`src/rtl/fifo_mem_pipe.sv`:
```
// Single-clock dual-port RAM with byte enables, pipelined read (latency 1 or 2),
// selectable read-during-write behaviour and a post-reset zero-fill sequencer.
module fifo_mem_pipe #(
    parameter int unsigned DATA_WIDTH   = 32,
    parameter int unsigned DEPTH        = 16,
    parameter int unsigned PTR_WIDTH    = 4,
    parameter int unsigned READ_LATENCY = 1,
    parameter int unsigned RDW_MODE     = 1,
    localparam int unsigned BE_WIDTH    = DATA_WIDTH / 8
) (
    input  logic                  clk_i,
    input  logic                  rst_i,
    input  logic                  w_en_i,
    input  logic [PTR_WIDTH-1:0]  w_addr_i,
    input  logic [BE_WIDTH-1:0]   w_be_i,
    input  logic [DATA_WIDTH-1:0] w_data_i,
    input  logic                  r_en_i,
    input  logic [PTR_WIDTH-1:0]  r_addr_i,
    output logic [DATA_WIDTH-1:0] r_data_o,
    output logic                  r_valid_o,
    output logic                  r_collision_o,
    output logic                  init_busy_o
);

    if (DATA_WIDTH % 8 != 0) begin : g_bad_width
        $error("fifo_mem_pipe: DATA_WIDTH must be a multiple of 8");
    end
    if (READ_LATENCY != 1 && READ_LATENCY != 2) begin : g_bad_latency
        $error("fifo_mem_pipe: READ_LATENCY must be 1 or 2");
    end
    if (DEPTH < 2 || DEPTH > (2 ** PTR_WIDTH)) begin : g_bad_depth
        $error("fifo_mem_pipe: DEPTH out of range for PTR_WIDTH");
    end

    localparam logic [PTR_WIDTH-1:0] LastAddr = PTR_WIDTH'(DEPTH - 1);
    localparam logic [PTR_WIDTH:0]   DepthW   = (PTR_WIDTH + 1)'(DEPTH);

    typedef enum logic [0:0] {StInit, StReady} state_e;

    state_e                 state_q;
    logic [PTR_WIDTH-1:0]   cnt_q;
    logic                   init_busy_q;
    logic                   ready;

    logic [DATA_WIDTH-1:0]  mem_q [DEPTH];

    logic                   mem_we;
    logic [PTR_WIDTH-1:0]   mem_addr;
    logic [DATA_WIDTH-1:0]  mem_wdata;
    logic [BE_WIDTH-1:0]    mem_be;

    logic                   w_in_range;
    logic                   r_in_range;
    logic                   rd_fire;
    logic                   rd_hit;
    logic [DATA_WIDTH-1:0]  rd_stored;
    logic [DATA_WIDTH-1:0]  rd_merged;
    logic [DATA_WIDTH-1:0]  rd_word;

    logic                   pipe_valid;
    logic                   pipe_coll;
    logic [DATA_WIDTH-1:0]  pipe_data;

    logic                   r_valid_q;
    logic                   r_coll_q;
    logic [DATA_WIDTH-1:0]  r_data_q;

    // Clear sequencer: counter walks 0..DEPTH-1 and parks there once READY.
    always_ff @(posedge clk_i) begin
        if (rst_i) begin
            state_q     <= StInit;
            cnt_q       <= '0;
            init_busy_q <= 1'b1;
        end else if (state_q == StInit) begin
            if (cnt_q == LastAddr) begin
                state_q     <= StReady;
                init_busy_q <= 1'b0;
            end else begin
                cnt_q <= cnt_q + PTR_WIDTH'(1);
            end
        end
    end

    assign ready      = (state_q == StReady);
    assign w_in_range = ({1'b0, w_addr_i} < DepthW);
    assign r_in_range = ({1'b0, r_addr_i} < DepthW);

    always_comb begin
        mem_we    = 1'b0;
        mem_addr  = w_addr_i;
        mem_wdata = w_data_i;
        mem_be    = w_be_i;
        if (!rst_i) begin
            if (state_q == StInit) begin
                mem_we    = 1'b1;
                mem_addr  = cnt_q;
                mem_wdata = '0;
                mem_be    = '1;
            end else begin
                mem_we = w_en_i & w_in_range;
            end
        end
    end

    always_ff @(posedge clk_i) begin
        if (mem_we) begin
            for (int b = 0; b < int'(BE_WIDTH); b++) begin
                if (mem_be[b]) begin
                    mem_q[mem_addr][8*b +: 8] <= mem_wdata[8*b +: 8];
                end
            end
        end
    end

    always_comb begin
        rd_fire   = ready & r_en_i & ~rst_i;
        rd_hit    = w_en_i & r_in_range & (w_addr_i == r_addr_i);
        rd_stored = r_in_range ? mem_q[r_addr_i] : '0;
        rd_merged = rd_stored;
        for (int b = 0; b < int'(BE_WIDTH); b++) begin
            if (w_be_i[b]) begin
                rd_merged[8*b +: 8] = w_data_i[8*b +: 8];
            end
        end
        rd_word = (rd_hit && RDW_MODE == 1) ? rd_merged : rd_stored;
    end

    if (READ_LATENCY == 2) begin : g_lat2
        logic                  s1_valid_q;
        logic                  s1_coll_q;
        logic [DATA_WIDTH-1:0] s1_data_q;

        always_ff @(posedge clk_i) begin
            if (rst_i) begin
                s1_valid_q <= 1'b0;
                s1_coll_q  <= 1'b0;
                s1_data_q  <= '0;
            end else begin
                s1_valid_q <= rd_fire;
                s1_coll_q  <= rd_fire & rd_hit;
                if (rd_fire) begin
                    s1_data_q <= rd_word;
                end
            end
        end

        assign pipe_valid = s1_valid_q;
        assign pipe_coll  = s1_coll_q;
        assign pipe_data  = s1_data_q;
    end else begin : g_lat1
        assign pipe_valid = rd_fire;
        assign pipe_coll  = rd_fire & rd_hit;
        assign pipe_data  = rd_word;
    end

    // r_data only moves on a valid beat so it holds between responses.
    always_ff @(posedge clk_i) begin
        if (rst_i) begin
            r_valid_q <= 1'b0;
            r_coll_q  <= 1'b0;
            r_data_q  <= '0;
        end else begin
            r_valid_q <= pipe_valid;
            r_coll_q  <= pipe_coll;
            if (pipe_valid) begin
                r_data_q <= pipe_data;
            end
        end
    end

    assign r_data_o      = r_data_q;
    assign r_valid_o     = r_valid_q;
    assign r_collision_o = r_coll_q;
    assign init_busy_o   = init_busy_q;

endmodule
```
`config.mk`:
```
export PLATFORM = sky130hd
export DESIGN_NAME = fifo_mem_pipe
export DESIGN_NICKNAME = d
export VERILOG_FILES = /design/src/rtl/fifo_mem_pipe.sv
export SDC_FILE = /design/constraint.sdc
export NUM_CORES = 1
export LEC_CHECK = 0
export ABC_AREA = 1
export CAP_MARGIN = 20
export CORE_MARGIN = 3
export CORE_UTILIZATION = 55
export CTS_CLUSTER_SIZE = 40
export DETAILED_ROUTE_END_ITERATION = 10
export GPL_ROUTABILITY_DRIVEN = 0
export PLACE_DENSITY = 0.86
export SLEW_MARGIN = 40
export SYNTH_ARGS = -nofsm -noshare
export SYNTH_HDL_FRONTEND = slang
export SYNTH_SLANG_ARGS = --single-unit
```
`constraint.sdc`:
```
create_clock -name clk_i -period 2.44 [get_ports clk_i]
set_clock_uncertainty 0.2 [all_clocks]
set_input_delay 0.488 -clock clk_i [delete_from_list [all_inputs] [get_ports clk_i]]
set_output_delay 0.488 -clock clk_i [all_outputs]
set_load 0.05 [all_outputs]
```
=== Word-level counts from Yosys, hierarchy flattened ===
Memories as Yosys holds them, arrays and structs flattened.
Index checks and enable logic that the tools add are counted.

* Word-level logic and storage cells: 46
* Bits in registers: 40
* Output and inout bits: 35
* RAM bits: 512
* Input port bits: 48
* Memories kept: 1

* Multiplexer cells: 27
* Reduce and logical (&&, ||, !) cells: 2
* Bitwise logic cells: 7
* Equal/unequal tests: 2
* Add/sub/neg operators: 1

{| class="wikitable"
|+ Memories
! name !! words !! bits a word !! read ports !! clocked after memory_dff !! write ports !! line !! source
|-
| mem_q || 16 || 32 || 1 || 0 || 1 || 45 || <nowiki>logic [DATA_WIDTH-1:0] mem_q [DEPTH];</nowiki>
|}

{| class="wikitable"
|+ Operators with widths
! cell !! count
|-
| 32-bit 2-to-1 mux || 3
|-
| 8-bit 2-to-1 mux || 4
|-
| 1-bit 2-to-1 mux || 16
|-
| 4-bit 2-to-1 mux || 4
|-
| 4-bit by 1-bit adder with 4-bit output, second input constant || 1
|-
| 1-bit bitwise AND || 4
|-
| 4-bit equality test || 1
|-
| 4-bit equality test, second input constant || 1
|-
| 2-bit AND reduction || 2
|-
| 1-bit inverter || 3
|}

=== Logic depth before layout (Yosys ltp) ===
* Depth after elaboration: 5
* Mapped depth: 12
* Depth with buffers taken out: 10

=== Worst setup path before layout ===
OpenSTA, ideal clock, no wires.

* Path kind: input -> register
* Start: input rst_i
* End: memory mem_q[0][0] (enable)
* Path buffers: 2
* Library setup time: 370 ps
* Setup slack: 51 ps
* Data required time: 1,870 ps
* Arrival: 1,818 ps
* Stages on the path: 9
* Path through: buf_6 -> nor2_4 -> buf_6 -> nand2_1 -> o21ai_2 -> inv_1 -> nor2_2 -> nand2_2 -> nor2_1

* Longest elaborated chain between the ends: 4
* Elaborated cells on any way between the ends: 6
* Those cells by class: mux (6)

{| class="wikitable"
|+ Ends and longest elaborated chain
! what !! line !! source
|-
| start, declared || 12 || <nowiki>input logic rst_i,</nowiki>
|-
| 4-bit 2-to-1 mux || 93 || <nowiki>if (!rst_i) begin</nowiki>
|-
| 1-bit 2-to-1 mux || 108 || <nowiki>if (mem_be[b]) begin</nowiki>
|-
| 1-bit 2-to-1 mux || 106 || <nowiki>if (mem_we) begin</nowiki>
|-
| 1-bit 2-to-1 mux (not written as such) || 109 || <nowiki>mem_q[mem_addr][8*b +: 8] <= mem_wdata[8*b +: 8];</nowiki>
|-
| end, declared || 45 ||
|}

Parallel ways exist; a longest one is shown, timed or not.

=== Worst setup path in the final report ===
* Start: register state_q, in the netlist ready
* End: memory mem_q[7][17] (enable)

* Longest elaborated chain between the ends: 5
* Elaborated cells on any way between the ends: 9
* Those cells by class: mux (9)

{| class="wikitable"
|+ Ends and longest elaborated chain
! what !! line !! source
|-
| start, declared || 40 || <nowiki>state_e state_q;</nowiki>
|-
| start signal, assigned || 71 || <nowiki>state_q <= StInit;</nowiki>
|-
| start signal, assigned || 76 || <nowiki>state_q <= StReady;</nowiki>
|-
| 4-bit 2-to-1 mux || 94 || <nowiki>if (state_q == StInit) begin</nowiki>
|-
| 4-bit 2-to-1 mux || 93 ||
|-
| 1-bit 2-to-1 mux || 108 ||
|-
| 1-bit 2-to-1 mux || 106 ||
|-
| 1-bit 2-to-1 mux (not written as such) || 109 ||
|}

Parallel ways exist; a longest one is shown, timed or not.

==> results.toml <==
[status]
outcome = "finished, violations left"
violations = "setup timing"

[clock_tree]
cts-root-buf = "clkbuf_16"
cts_inserted_buffers = 51
cts_max_level = 2
cts_tree = "yes"
cts_hold_buf = 0
cts.path.max_buffers = 3
clk_latency_ps = 590
cts_sinks = 552
path_clk_slew_ps = 60

[worst_setup_path]
reg2reg_depth = 10
critPathKind = "reg2reg"
worst_ep_required_time_ps = 2520
worstSetupEndpoint = "mem_q[7][17]$_DFFE_PP_"
ff2ff_setup_slack_ps = -50
worstSetupStartpoint = "ready$_SDFF_PP0_"
r2r_end = "mem_q[7][17]$_DFFE_PP_"
cp-end-kind = "register"
critPathMaxFanout = 11
critPathLaunchType = "register"
r2r_start = "ready$_SDFF_PP0_"
arrival_ps = 2570

[power]
total_power_mw = 20.2
p_leak_nw = 12.5
irDropWorstVdd_mv = 0.524
power_density_nw_per_um2 = 710

[global_routing]
grt_pass1_wl_um = 104000
grt_pass1_vias = 18588
grt_overflow_total = 0
grt_usage_pct = 28.8
antenna_found_initial = 3
grt_max_degree = 65

[logic_synthesis]
yosysUniqueCellTypes = 25
syn_inst = 2486
ys_ff_latch = 552
synthesis.area_sq_um = 24300
synthArstFlopShare_pct = 0
synth.area.top_cells = "edfxtp_1 63%, nand2_1 14%, nand3_1 7.4%"
yosysTopAreaCellShare_pct = 63.4
synth_area_leader_cell = "edfxtp_1"
synthesis.nets = 2535
yosysWarnings = 0
yosysMostFrequentCell = "nand2_1"
yosys_most_used_dff = "edfxtp_1"
synth-seq-area-share_pct = 66.7
synthTopCellsByCount = "897 x nand2_1, 512 x edfxtp_1, 359 x nand3_1"
synth_edf_count = 512
avgSynthCellArea_sq_um = 9.76

[timing]
worst_slack_ps = -47.8
min_period_over_period_pct = 102
clock.fmax_mhz = 402
rsz0062_at_grt = "true"
fin_tns_setup_ps = -522
hold_violations = 0
maxSlewViolCount = 0
finalCriticalPeriod_ps = 2490
slew_headroom_pct = 43.7
tightest_slew_ps = 844
setup_viol = 16

[route]
drc = 0
drtPass1Iterations = 6
wl_per_cell_um = 20.6
vias = 19011
drtIter0Drc = 2994
routed_via_density = 5.79
antenna_left = 0
wirelength_um = 67600

[run]
max_cap_violations = 0

[placed_design]
io_buffers = 82
post-place-ws_ps = -242
dp_hpwl_um = 42600

[cells_and_area]
syn2layout_area_growth_pct = 17.4
multi_input_area_sq_um = 6200
drive_gt1_share_pct = 11.1
seq_area_sq_um = 16200
final.fill_count = 2961
fin_nets = 2707

[floorplan]
num_rows = 76
dieWidth_um = 216
die-area_sq_um = 46700
num_io_pins = 83
start_util_pct = 55.9
core_area_sq_um = 43400
die_height_um = 216

[min_path]
hold_path_class = "reg2reg"
routing by layer:
metal	part of all wire, %	GRT usage [%]	routed length, um	vias to the layer above
met5	0.021	0	14	-
met4	6.3	14.8	4280	4
met1	33	34.9	22600	8894
met3	12	6.34	8170	326
li1	-	-	-	8393
met2	48	48.6	32500	1394
area by class of cell:
| class | instances | share of cell area [%] |
|---|---|---|
| clock buffers | 64 | 4.87 |
| inverters | 347 | 4.60 |
| flip-flops and latches | 552 | 56.8 |
| multi-input cells | 1453 | 21.8 |
| repair buffers | 253 | 8.53 |
| well taps | 585 | 2.57 |
| clock inverters | 30 | 0.870 |
| diodes | 1 | 0.00879 |
how the worst min path moves through the flow:
stage	start	end	slack, ps	cells past startpoint
6_report	r_data_o[11]$_SDFFE_PP0P_	r_data_o[11]$_SDFFE_PP0P_	270	2
3_3_place_gp	r_data_o[12]$_SDFFE_PP0P_	r_data_o[12]$_SDFFE_PP0P_	260	2
2_1_floorplan	cnt_q[0]$_SDFFE_PP0P_	cnt_q[0]$_SDFFE_PP0P_	260	2
4_1_cts	r_data_o[11]$_SDFFE_PP0P_	r_data_o[11]$_SDFFE_PP0P_	270	2
3_5_place_dp	r_data_o[11]$_SDFFE_PP0P_	r_data_o[11]$_SDFFE_PP0P_	260	2
5_1_grt	r_data_o[12]$_SDFFE_PP0P_	r_data_o[12]$_SDFFE_PP0P_	280	2
logic make-up after synthesis:
logic type                 after synthesis  share of synthesized area, %
and+or+nand+nor                       1407                          24.3
DFF                                    552                          66.7
adders and majority gates                1                        0.0516
buffers and inverters                  481                          8.01
AOI/OAI and AO/OA                       45                         0.990
where the power goes:
group | switching, mW | leakage, nW | total [mW] | internal, mW
clock | 3.44 | 0.799 | 7.88 | 4.44
sequential | 0.0448 | 5.03 | 10.6 | 10.5
combinational | 1.21 | 6.70 | 1.75 | 0.546
total | 4.69 | 12.5 | 20.2 | 15.5
registers in the layout (all words and copies together) (netlist names):
register       count
mem_q            512
r_data_o          32
cnt_q              4
init_busy_o        1
r_collision_o      1
r_valid_o          1
ready              1
cell usage in the layout, fill, tap and decap left out:
| cell | synthesis | routed |
|---|---|---|
| nand3_1 | 359 | 358 |
| dfxtp_2 | 0 | 1 |
| clkbuf_1 | 45 | 9 |
| inv_4 | 0 | 1 |
| dlygate4sd2_1 | 0 | 21 |
| buf_6 | 2 | 4 |
| nand4_1 | 32 | 32 |
| clkbuf_8 | 0 | 2 |
| o21ai_0 | 3 | 3 |
| nor2_4 | 2 | 3 |
| o21ai_2 | 4 | 4 |
| clkdlybuf4s50_1 | 0 | 47 |
| clkinv_2 | 0 | 11 |
| clkbuf_16 | 0 | 53 |
| nor3_1 | 1 | 1 |
| a21oi_1 | 37 | 37 |
| o21ai_1 | 1 | 1 |
| clkinvlp_4 | 0 | 3 |
| ha_1 | 1 | 1 |
| inv_2 | 6 | 5 |
| dfxtp_1 | 40 | 39 |
| bufinv_16 | 0 | 4 |
| diode_2 | 0 | 1 |
| nand3_2 | 4 | 5 |
| clkinv_4 | 0 | 1 |
| nor2_1 | 100 | 82 |
| clkinv_1 | 1 | 12 |
| nand2_2 | 4 | 7 |
| nand2_1 | 897 | 894 |
| buf_2 | 71 | 2 |
| dlymetal6s2s_1 | 0 | 10 |
| bufbuf_16 | 0 | 1 |
| buf_12 | 0 | 24 |
| nor2_2 | 6 | 23 |
| buf_4 | 9 | 144 |
| inv_1 | 340 | 339 |
| edfxtp_1 | 512 | 512 |
| nor4_1 | 2 | 2 |
| inv_6 | 0 | 1 |
worst max-delay path, stage by stage, from the launching register on:
cell and delay (ps):
dfxtp_2 370, nor2_4 140, buf_12 180, nand2_1 100, o21ai_2 110, inv_1 120, nor2_2 230, nand2_1 200
buf_4 190, nor2_1 140, buf_4 210
stage by stage:
stage,util [%],hold slack [ps],instances,instance area (sq um)
2_1_floorplan,-,258,2486,24300
3_3_place_gp,61.7,259,3188,26700
3_5_place_dp,61.7,262,3188,26800
4_1_cts,65.5,273,3284,28400
5_1_grt,65.7,283,3284,28500
6_report,65.7,268,3285,28500
repair_timing:
action / 4_1_cts / 5_1_grt
gates resized for setup: 24 / 20
buffers inserted: 1 / 0
gates cloned: 1 / 0
hold endpoints to repair: 0 / 0
pin swaps: 1 / 0
endpoints found under the setup margin: 288 / 114
(Power assumes the default switching activity.)
